[config.mk]
export PLATFORM = sky130hd
export DESIGN_NAME = tone_seq_gen_flat
export DESIGN_NICKNAME = d
export VERILOG_FILES = /design/src/rtl/tone_seq_if.sv /design/src/rtl/tone_seq_gen.sv /design/src/flat_wrapper.sv
export SDC_FILE = /design/constraint.sdc
export NUM_CORES = 1
export LEC_CHECK = 0
export CORE_MARGIN = 3
export CORE_UTILIZATION = 45
export CTS_CLUSTER_DIAMETER = 80
export CTS_CLUSTER_SIZE = 25
export DETAILED_ROUTE_END_ITERATION = 8
export MAX_ROUTING_LAYER = met4
export PLACE_DENSITY = 0.75
export REMOVE_ABC_BUFFERS = 1
export SLEW_MARGIN = 25
export SYNTH_ARGS = -nofsm -noshare
export SYNTH_HDL_FRONTEND = slang
export SYNTH_SLANG_ARGS = --single-unit
[constraint.sdc]
create_clock -name clk -period 6.8 [get_ports clk]
set_clock_uncertainty 0.05 [all_clocks]
set_input_delay 1.36 -clock clk [delete_from_list [all_inputs] [get_ports clk]]
set_output_delay 1.36 -clock clk [all_outputs]
set_load 0.005 [all_outputs]
[src/rtl/tone_seq_if.sv]
// Note request handshake between the melody/alarm sequencer and tone_seq_gen.
interface tone_seq_if #(
  parameter int FW = 23,
  parameter int DW = 16
);
  logic          note_valid;
  logic          note_ready;
  logic [FW-1:0] freq;
  logic [DW-1:0] dur;

  modport master (output note_valid, output freq, output dur, input note_ready);
  modport slave  (input note_valid, input freq, input dur, output note_ready);
endinterface

[src/rtl/tone_seq_gen.sv]
// Square-wave tone generator: one note per handshake, half-period derived by an
// iterative restoring divider, then a 50% duty tone for dur beat ticks.
module tone_seq_gen #(
  parameter int CLK_HZ   = 5_000_000,
  parameter int FW       = 23,
  parameter int DW       = 16,
  parameter int TICK_DIV = 5000
) (
  input  logic      clk,
  input  logic      rst,
  input  logic      enable,
  input  logic      abort,
  tone_seq_if.slave note,
  output logic      tone,
  output logic      busy,
  output logic      done
);
  localparam int CW  = $clog2(CLK_HZ + 1);
  localparam int DCW = $clog2(CW + 1);
  localparam int TW  = $clog2(TICK_DIV + 1);

  localparam logic [1:0] IDLE = 2'd0;
  localparam logic [1:0] DIV  = 2'd1;
  localparam logic [1:0] PLAY = 2'd2;

  logic [1:0]     state;
  logic [FW-1:0]  freq_l;
  logic [DW-1:0]  remain;
  logic [CW-1:0]  dvd;
  logic [FW-1:0]  rem;
  logic [CW-1:0]  q;
  logic [DCW-1:0] div_cnt;
  logic [CW-1:0]  ph;
  logic [TW-1:0]  tick;
  logic           tone_q;

  logic [FW:0]    rem_sh;
  logic           q_bit;
  logic [CW-1:0]  q_next;
  logic           accept;

  always_comb begin
    rem_sh = {rem, dvd[CW-1]};
    q_bit  = (rem_sh >= {1'b0, freq_l});
    q_next = {q[CW-2:0], q_bit};
  end

  assign note.note_ready = (state == IDLE) && enable;
  assign accept          = note.note_valid && note.note_ready && !abort;
  // Masking keeps the registered phase intact across a pause so resume is seamless.
  assign tone            = tone_q && enable;

  always_ff @(posedge clk or posedge rst) begin
    if (rst) begin
      state   <= IDLE;
      busy    <= 1'b0;
      done    <= 1'b0;
      tone_q  <= 1'b0;
      freq_l  <= '0;
      remain  <= '0;
      dvd     <= '0;
      rem     <= '0;
      q       <= '0;
      div_cnt <= '0;
      ph      <= '0;
      tick    <= '0;
    end else begin
      done <= 1'b0;
      if (abort) begin
        state  <= IDLE;
        busy   <= 1'b0;
        tone_q <= 1'b0;
      end else if (enable) begin
        case (state)
          IDLE: begin
            if (accept) begin
              freq_l  <= note.freq;
              remain  <= note.dur;
              dvd     <= CW'(CLK_HZ);
              rem     <= '0;
              q       <= '0;
              div_cnt <= '0;
              state   <= DIV;
              busy    <= 1'b1;
            end
          end
          DIV: begin
            // A rest still walks all CW steps so every note has the same latency.
            dvd     <= {dvd[CW-2:0], 1'b0};
            rem     <= q_bit ? (rem_sh[FW-1:0] - freq_l) : rem_sh[FW-1:0];
            q       <= q_next;
            div_cnt <= div_cnt + DCW'(1);
            if (div_cnt == DCW'(CW - 1)) begin
              if (q_next < CW'(2)) q <= CW'(2);
              ph   <= '0;
              tick <= '0;
              if (remain == '0) begin
                state <= IDLE;
                busy  <= 1'b0;
                done  <= 1'b1;
              end else begin
                state <= PLAY;
              end
            end
          end
          PLAY: begin
            tone_q <= (freq_l != '0) && (ph >= (q >> 1));
            ph     <= (ph == q - CW'(1)) ? '0 : ph + CW'(1);
            if (tick == TW'(TICK_DIV - 1)) begin
              tick   <= '0;
              remain <= remain - DW'(1);
              if (remain == DW'(1)) begin
                state  <= IDLE;
                busy   <= 1'b0;
                done   <= 1'b1;
                tone_q <= 1'b0;
              end
            end else begin
              tick <= tick + TW'(1);
            end
          end
          default: begin
            state <= IDLE;
            busy  <= 1'b0;
          end
        endcase
      end
    end
  end
endmodule
[src/flat_wrapper.sv]
// flat-port wrapper written by rule: the top's interface ports become plain ports
module tone_seq_gen_flat 
#(
  parameter int CLK_HZ   = 5_000_000,
  parameter int FW       = 23,
  parameter int DW       = 16,
  parameter int TICK_DIV = 5000
)
  (clk, rst, enable, abort, tone, busy, done, note_note_valid, note_freq, note_dur, note_note_ready);
  tone_seq_if #(.FW(FW), .DW(DW)) note_i ();
  input  logic clk;
  input  logic rst;
  input  logic enable;
  input  logic abort;
  output logic tone;
  output logic busy;
  output logic done;
  input wire logic [$bits(note_i.note_valid)-1:0] note_note_valid;
  input wire logic [$bits(note_i.freq)-1:0] note_freq;
  input wire logic [$bits(note_i.dur)-1:0] note_dur;
  output wire logic [$bits(note_i.note_ready)-1:0] note_note_ready;
  assign note_i.note_valid = note_note_valid;
  assign note_i.freq = note_freq;
  assign note_i.dur = note_dur;
  assign note_note_ready = note_i.note_ready;
  tone_seq_gen #(.CLK_HZ(CLK_HZ), .FW(FW), .DW(DW), .TICK_DIV(TICK_DIV)) u_core (.clk(clk), .rst(rst), .enable(enable), .abort(abort), .note(note_i), .tone(tone), .busy(busy), .done(done));
endmodule
==> metrics, run 1 <==
WHS Path Cells 2; first-pass GRT wire length 38.30 mm; Seq/Total Area, Yosys 39.58%; pwr dens around 220 nW/um^2; vias in the first global route 7,859; Hold Vio Cnt, Final 0; Core Util, Final around 52%; Hold Worst Slack between 0.4 and 0.5 ns; Hold/Removal Path Class reg -> reg; num rows 52; global-route usage over all layers between 20% and 30%; CTS tree done; port bufs 47; Num CTS Buffers 17; placed cell count roughly 1,400; Antenna diodes 0; Final nets about 1,200; initial DRC count 691; IO Count between 40 and 50; CTS root buffer clkbuf_16; post-CTS setup buffer count 0; Skew-Pair Late Insertion Delay around 0.43 ns; Placeable Area 20,360 um^2; die width 150.2 um; number of synthesized flops with an enable pin 0; cells after synthesis approximately 1,100; Min-Delay Endpoint u_core.dvd[12]; Synth Area per Inst 8.370 um^2; Leak Pwr 4.706 nW; Area growth syn-to-layout 13.41%; Reg clk slew, reported paths approximately 0.060 ns; Primary FF master, synth dfrtp_1; Worst setup SP type input pin; Final period util approximately 61%; Final Wtd Congestion approximately 0.90; synth warn 0; Final Non-Filler Cells roughly 1,400; max cap viols 0; Chip Height roughly 150 um; synthesized area a little over 9000 um^2; f_max 239.6 MHz; fin crit period ~4.2 ns; Crit Path Class in -> reg; share of post-route cells with drive strength above 1 ~4.9%; Slew Viols, Final 0; worst reg2reg path depth 11; Worst Tran Pin Value between 0.7 and 0.8 ns; Vias approximately 8,300; most frequent cells in the layout dfrtp_1 (148), nand2_1 (142), o21ai_0 (134); Remaining Overflow, GRT 0; WL per Instance around 16 um; Final Setup Violations 0; Area after DPL between 10,000 and 15,000 um^2; min-delay src u_core.dvd[11]; r2r endpoint u_core.ph[12]; RSZ-0062 raised after global routing no; R2R setup slack 2.74 ns; initial antenna violation count 0; Worst Path Arrival 4.45 ns; cell area after layout 10,610 um^2; headroom to the max-slew limit approximately 48%; Critical Path RT around 7 ns; Max clock buf depth 2; Synth cell types 70; Critical R2R Launch u_core.q[0]; PostCTS Resize Cnt 0; Clock Sinks 148; htree depth 4; first-pass detailed-route iteration total 6; Initial Util 45.95%; pin count of the biggest net entering global routing approximately 110; worst vdd ir 153.7 uV; FF+latch count, synth 148; DP Wirelength ~16 mm; Async SR Flop Fraction 100.0%; full die area 22,560 um^2; status complete, no violations; final WL 22.92 mm; CTS Hold Bufs 0; post-route ant nets 0; Post-Route Setup TNS 0 ns; Residual DRC 0; crit end category flip-flop; vias per cell approximately 5.9; commonest non-fill, non-tap cell in the layout dfrtp_1; critical path peak fanout 23
-- sequential cells by signal, summed over array words and instances (netlist names) --
signal,flops
u_core.tone_q,1
u_core.q,23
u_core.dvd,17
u_core.freq_l,23
u_core.done,1
u_core.div_cnt,5
u_core.tick,13
u_core.rem,23
u_core.ph,23
u_core.busy,1
u_core.remain,16
u_core.state,2
-- kinds of logic (layout without fill, tap and decap cells) --
family	count (synthesis)	count (layout)	share of synthesized area, %
AND/OR/NAND/NOR	413	413	21.82
buffers and inverters	120	156	5.094
AO/OA/AOI/OAI	319	319	19.96
adder cells (fa/ha/maj)	57	57	7.702
flip-flops	148	148	39.58
XOR/XNOR	52	52	4.867
multiplexers	9	9	0.9761
-- worst max path at each step --
stage / end / start / slack, ns
floorplan: u_core.busy / rst / 1.41
global placement: u_core.ph[11] / enable / 2.39
detailed placement: u_core.ph[22] / enable / 2.28
finish: u_core.ph[22] / enable / 2.63
global route: u_core.ph[22] / enable / 2.36
CTS: u_core.ph[22] / enable / 2.72
-- where the power goes --
part | switching (mW) | total [mW] | internal, mW
Combinational | 0.230 | 0.397 | 0.166
Clock | 0.392 | 0.969 | 0.576
Sequential | 0.0549 | 1.00 | 0.947
-- worst max-delay path, cell delays in order --
cell	delay, ns
clkdlybuf4s50_1	0.55
nor2b_1	0.31
nand2_1	0.12
a21oi_1	0.51
nand2_1	0.52
nor2_4	0.59
inv_1	0.18
o311ai_1	0.31
-- per-layer routing --
layer | global-route usage, % | wire length [um] | vias to the layer above
li1 | - | - | 4056
met1 | 28.22 | 10510 | 3994
met2 | 33.81 | 10950 | 260
met3 | 4.064 | 1077 | 34
met4 | 5.764 | 378 | 0
met5 | - | 0 | -
-- per-stage QoR --
| step | worst slack (ns) | power (mW) |
|---|---|---|
| floorplan | 1.410 | 1.287 |
| global placement | 2.394 | 1.395 |
| detailed placement | 2.284 | 1.409 |
| CTS | 2.716 | 2.373 |
| global route | 2.363 | 2.477 |
| finish | 2.626 | 2.367 |
-- cell type report --
cell class              instances  area, um^2
well taps                     270       337.8
clock inverters                13       157.7
fillers                      1873        9752
clock buffers                  19       432.9
inverters                      69       266.5
repair buffers                 55       530.5
flip-flops and latches        148        3704
multi-input cells             850        5184
-- cell usage after synthesis (27+ instances only) --
| cell | count | area (um^2) |
|---|---|---|
| a21oi_1 | 76 | 380.4 |
| clkbuf_1 | 36 | 135.1 |
| dfrtp_1 | 148 | 3704 |
| ha_1 | 56 | 700.7 |
| inv_1 | 69 | 259.0 |
| nand2_1 | 144 | 540.5 |
| nand3_1 | 60 | 300.3 |
| nand4_1 | 27 | 168.9 |
| nor2_1 | 60 | 225.2 |
| nor3_1 | 37 | 185.2 |
| o21ai_0 | 134 | 670.6 |
| xnor2_1 | 31 | 271.5 |
Power figures use the tool's default switching activity.
==> run 2, diff against run 1 <==
- clock period: 6.8 -> 4 ns (I/O delays scaled with it)
==> run 2 against run 1 <==
  * Final cell count increased by 0.77%
  * Hold slack lost 0.0035 ns
  * Largest power group unchanged
  * Critical endpoint is now u_core.ph[11]
  * Core utilization is 0.28 points higher
==> metrics, run 2 (synthesized netlist as in run 1, its figures left out) <==
GR peak layer met2; Final period util roughly 87%; Reg clk slew, reported paths approximately 0.06 ns; Hold Worst Slack 0.4113 ns; slowest CP cell or4b_1; Antenna diodes 0; Setup crit start u_core.q[0]; Max clock buf depth 2; Worst Path Arrival between 3 and 4 ns; Initial Util between 40% and 50%; port bufs 47; Final Wtd Congestion between 0.9 and 1; Final nets 1,253; post-route ant nets 0; Area growth syn-to-layout 14.03%; num rows 52; Hold Vio Cnt, Final 0; first-pass GRT wire length between 30 and 40 mm; Sw Ratio 30.27%; met3 usage 4.094%; vias per cell ~6; initial DRC count slightly above 500; CP peak stage delay roughly 0.59 ns; met1 usage around 28%; share of post-route cells with drive strength above 1 5.923%; vias in the first global route ~7,700; commonest non-fill, non-tap cell in the layout dfrtp_1; RSZ-0062 raised after global routing no; DP Wirelength roughly 16 mm; initial antenna violation count 0; Slew Viols, Final 0; Internal approximately 2.7 mW; Combinational Power Share 17.3%; Clock Sinks approximately 150; most frequent cells in the layout dfrtp_1 (148), nand2_1 (143), o21ai_0 (134); CTS Hold Bufs 0; max cap viols 0; pin count of the biggest net entering global routing 64; full die area ~23,000 um^2; Num CTS Buffers 17; crit end category flip-flop; global-route usage over all layers a little over a fifth; clock share of power 39.2%; htree depth 4; Post-Route Setup TNS 0 ns; CP dominant cell by count inv_1; met2 Use GR 34.22%; Worst Tran Pin Value just under 0.7 ns; Hold/Removal Path Class reg -> reg; worst vdd ir a little under 200 uV; Final Setup Violations 0; IO Count 48; Placeable Area just over 20,000 um^2; f_max approximately 290 MHz; critical path peak fanout 17; Leak Pwr ~4.8 nW; Setup crit end u_core.ph[11]; Chip Height between 150 and 200 um; first-pass detailed-route iteration total 5; Crit Path Class reg -> reg; r2r endpoint u_core.ph[11]; Remaining Overflow, GRT 0; final WL ~23 mm; headroom to the max-slew limit a little over half; worst reg2reg path depth 11; Worst setup SP type flip-flop; WL per Instance between 15 and 20 um; Critical Path RT around 4.3 ns; Critical R2R Launch u_core.q[0]; die width 150.2 um; pwr dens 366.3 nW/um^2; post-CTS setup buffer count 0; R2R setup slack ~0.5 ns; fin crit period 3.500 ns; CTS tree done; status complete, no violations; crit path cell chain inv_1 > ha_1 > or4b_1 > nor3_1 > a21oi_1 > a2111oi_0 > a221oi_1 > and4_1 > nor2_4 > inv_1 > o311ai_1; Vias between 8,000 and 9,000; Residual DRC 0; CTS root buffer clkbuf_16; PostCTS Resize Cnt 0; Skew-Pair Late Insertion Delay ~0.44 ns; share of power burned in registers a little over two fifths; reported net switching power between 1 and 1.5 mW
## run 2: cell count changes in the layout (fill, tap and decap cells not counted), sizes merged
cell and change:
inv +5, buf +11, bufinv -3, clkbuf -1, clkinvlp -2, clkinv +1
## run 2: layer usage
metal | routed length [um] | vias up | part of all wire (%)
li1 | - | 4086 | -
met1 | 10580 | 4069 | 46
met2 | 11000 | 185 | 48
met3 | 884 | 24 | 3.9
met4 | 333 | 0 | 1.5
met5 | 0 | - | 0
## run 2: power groups by stage
| stage | sequential [mW] | combinational (mW) | clock [mW] |
|---|---|---|---|
| after floorplan | 1.70 | 0.486 | 0 |
| after global placement | 1.72 | 0.657 | 0 |
| after detailed placement | 1.73 | 0.673 | 0 |
| after CTS | 1.70 | 0.677 | 1.56 |
| after global routing | 1.72 | 0.761 | 1.63 |
| final | 1.70 | 0.675 | 1.53 |
## run 2: worst min-delay path by stage
stage | start | endpoint | slack, ns | depth (start not counted)
after floorplan | u_core.dvd[9] | u_core.dvd[10] | 0.38 | 2
after global placement | u_core.dvd[18] | u_core.dvd[19] | 0.39 | 2
after detailed placement | u_core.dvd[18] | u_core.dvd[19] | 0.40 | 2
after CTS | u_core.dvd[18] | u_core.dvd[19] | 0.41 | 2
after global routing | u_core.dvd[8] | u_core.dvd[9] | 0.44 | 2
final | u_core.dvd[18] | u_core.dvd[19] | 0.41 | 2
## run 2: per-stage QoR
step / cells / total power, mW / setup slack (ns) / area (um^2) / utilization, %
CTS: 1435 / 3.932 / 0.4918 / 10670 / 52.40
global route: 1435 / 4.108 / 0.1339 / 10670 / 52.40
global placement: 1403 / 2.378 / 0.5738 / 10110 / 49.66
finish: 1435 / 3.909 / 0.5001 / 10670 / 52.40
floorplan: 1067 / 2.187 / -0.8297 / 9140 / -
detailed placement: 1403 / 2.399 / 0.5162 / 10110 / 49.66
## run 2: layout make-up
type,instances,area (um^2)
Fill cell,1857,9694
Multi-Input combinational cell,850,5181
Sequential cell,148,3704
Timing Repair Buffer,66,625.6
Clock buffer,18,439.2
Tap cell,270,337.8
Inverter,69,264.0
Clock inverter,14,118.9
## run 2: worst max-delay path, delay by kind of cell (launching register included)
| family | cells | cell delay [ns] |
|---|---|---|
| simple gates | 4 | 1.40 |
| compound gates | 4 | 1.02 |
| buf+inv | 2 | 0.27 |
| fa+ha+maj | 1 | 0.25 |
| flops | 1 | 0.41 |
==> run 3, diff against run 2 <==
- DONT_BUFFER_PORTS: default -> 1
- PLACE_DENSITY: 0.75 -> 0.72
==> run 3 against run 2 <==
  * Final cell count decreased by 3.7%
  * Hold slack got worse by 0.025 ns
  * Register-to-register slack got worse by 0.22 ns
  * Critical path depth unchanged
  * Sequential power about the same
  * Power increased by 1.3%
  * First-iteration DRC count increased by 6.6%
  * Maximum frequency decreased by 5.8%
  * Global-route usage decreased by 0.83 points
  * Worst setup slack got worse by 0.22 ns
  * Critical path type unchanged
  * Critical endpoint is now u_core.ph[22]
  * Largest power group unchanged
  * Highest routed layer unchanged
==> metrics, run 3 (synthesized netlist as in run 1, its figures left out) <==
headroom to the max-slew limit a little under two fifths; status complete, no violations; CP dominant cell by count inv_1; Residual DRC 0; WL per Instance between 15 and 20 um; Final Wtd Congestion 0.9472; clock share of power 41.5%; full die area 22,560 um^2; final WL approximately 22 mm; CTS root buffer clkbuf_16; post-CTS setup buffer count 0; CTS tree done; CP peak stage delay a little under 0.6 ns; worst slack at placement 0.3919 ns; Num CTS Buffers 17; Antenna diodes 0; Leak Pwr between 4 and 5 nW; max cap viols 0; Final nets about 1,200; Final Setup Violations 0; Hold/Removal Path Class in -> reg; WHS Path Cells 1; commonest non-fill, non-tap cell in the layout dfrtp_1; Max clock buf depth 2; first-pass GRT wire length 36.62 mm; Final period util 92.89%; FILL cells ~1,900; final setup margin 0.2846 ns; Remaining Overflow, GRT 0; number of cells on the critical path 11; Critical Path RT roughly 4.3 ns; critical path peak fanout 23; Initial Util 45.95%; Worst Path Arrival 3.99 ns; htree depth 4; initial DRC count 550; cell area after layout 10,200 um^2; crit path buf inv count 2; RSZ-0062 raised after global routing no; worst reg2reg path depth 11; vias per cell between 5 and 6; num rows 52; Placeable Area between 20,000 and 25,000 um^2; Skew-Pair Late Insertion Delay 0.43 ns; worst vdd ir 247.7 uV; Clock Sinks 148; Vias a little over 8,000; IO Count 48; reported net switching power 1.107 mW; Combinational Power Share 15.6%; crit end category flip-flop; Area growth syn-to-layout 9.038%; Sw Ratio 27.95%; crit path cell chain inv_1 > ha_1 > or4b_1 > nor3_1 > a21oi_1 > a2111oi_0 > a221oi_1 > and4_1 > nor2_4 > inv_1 > o311ai_1; f_max about 270 MHz; pwr dens around 390 nW/um^2; fin crit period around 3.7 ns; share of power burned in registers 42.9%; most frequent cells in the layout dfrtp_1 (148), nand2_1 (143), o21ai_0 (134); Area after DPL approximately 9600 um^2; global-route usage over all layers about a fifth; initial antenna violation count 0; post-route ant nets 0; Worst setup SP type flip-flop; Hold Vio Cnt, Final 0; port bufs 0; Worst path top cell family by delay simple AND/OR/NAND/NOR gates; DP Wirelength 15.70 mm; PostCTS Resize Cnt 0; first-pass detailed-route iteration total 4; R2R setup slack about 0.28 ns; die width 150.2 um; Post-Route Setup TNS 0 ns; vias in the first global route 7,528; Chip Height ~150 um; slowest CP cell or4b_1; share of post-route cells with drive strength above 1 around 5.5%; CTS Hold Bufs 0; Worst Tran Pin Value 0.9246 ns; Crit Path Class reg -> reg; Slew Viols, Final 0; Reg clk slew, reported paths approximately 0.06 ns; Internal 2.853 mW; total chip power a little under 4 mW; pin count of the biggest net entering global routing around 110
-- run 3: cell types whose count changed in the layout (fill, tap and decap cells not counted), sizes merged, moves of 2 or more --
cell / delta
clkbuf: +2
clkdlybuf4s50: -47
inv: -6
buf: -5
bufinv: +3
-- run 3: area by class of cell --
class	count	area, um^2	area share (%)
timing repair buffer	14	117.6	1.153
multi-input combinational	850	5181	50.78
sequential	148	3704	36.30
clock buffer	20	446.7	4.378
inverter	69	264.0	2.587
tap	270	337.8	3.311
clock inverter	11	152.6	1.496
-- run 3: metal layers --
layer  vias to the layer above  share of wire, %  GRT usage [%]
met5                         -                 0              -
met4                         0               1.2          5.398
met3                        24               4.5          4.425
met2                       179                47          32.30
met1                      3897                47          27.05
li1                       3978                 -              -
-- run 3: path summary, 6_finish.rpt --
kind                                start               end
max                           u_core.q[0]     u_core.ph[22]
min                                 abort       u_core.busy
max in group asynchronous             rst      u_core.q[17]
min reg2reg                u_core.dvd[13]    u_core.dvd[14]
max reg2reg                   u_core.q[0]     u_core.ph[22]
min in group asynchronous             rst  u_core.remain[1]
-- run 3: power by group through the flow --
| stage | combinational [mW] | sequential [mW] | clock (mW) |
|---|---|---|---|
| detailed placement | 0.617 | 1.72 | 0 |
| finish | 0.618 | 1.70 | 1.64 |
| floorplan | 0.486 | 1.70 | 0 |
| global route | 0.704 | 1.72 | 1.74 |
| global placement | 0.604 | 1.72 | 0 |
| CTS | 0.621 | 1.70 | 1.67 |
-- run 3: worst reg2reg max path, stage by stage, from the launching register on --
cell,delay (ns)
dfrtp_1,0.40
inv_1,0.11
ha_1,0.27
or4b_1,0.58
nor3_1,0.26
a21oi_1,0.11
a2111oi_0,0.54
a221oi_1,0.17
and4_1,0.24
nor2_4,0.42
inv_1,0.17
o311ai_1,0.29
-- run 3: metrics by stage --
step                      std cells  utilization (%)  hold slack (ns)
after global placement         1351            47.16           0.3971
after floorplan                1067                -           0.3834
final                          1382            50.10           0.3867
after CTS                      1382            50.10           0.3685
after detailed placement       1351            47.16           0.3974
after global routing           1382            50.10           0.3638
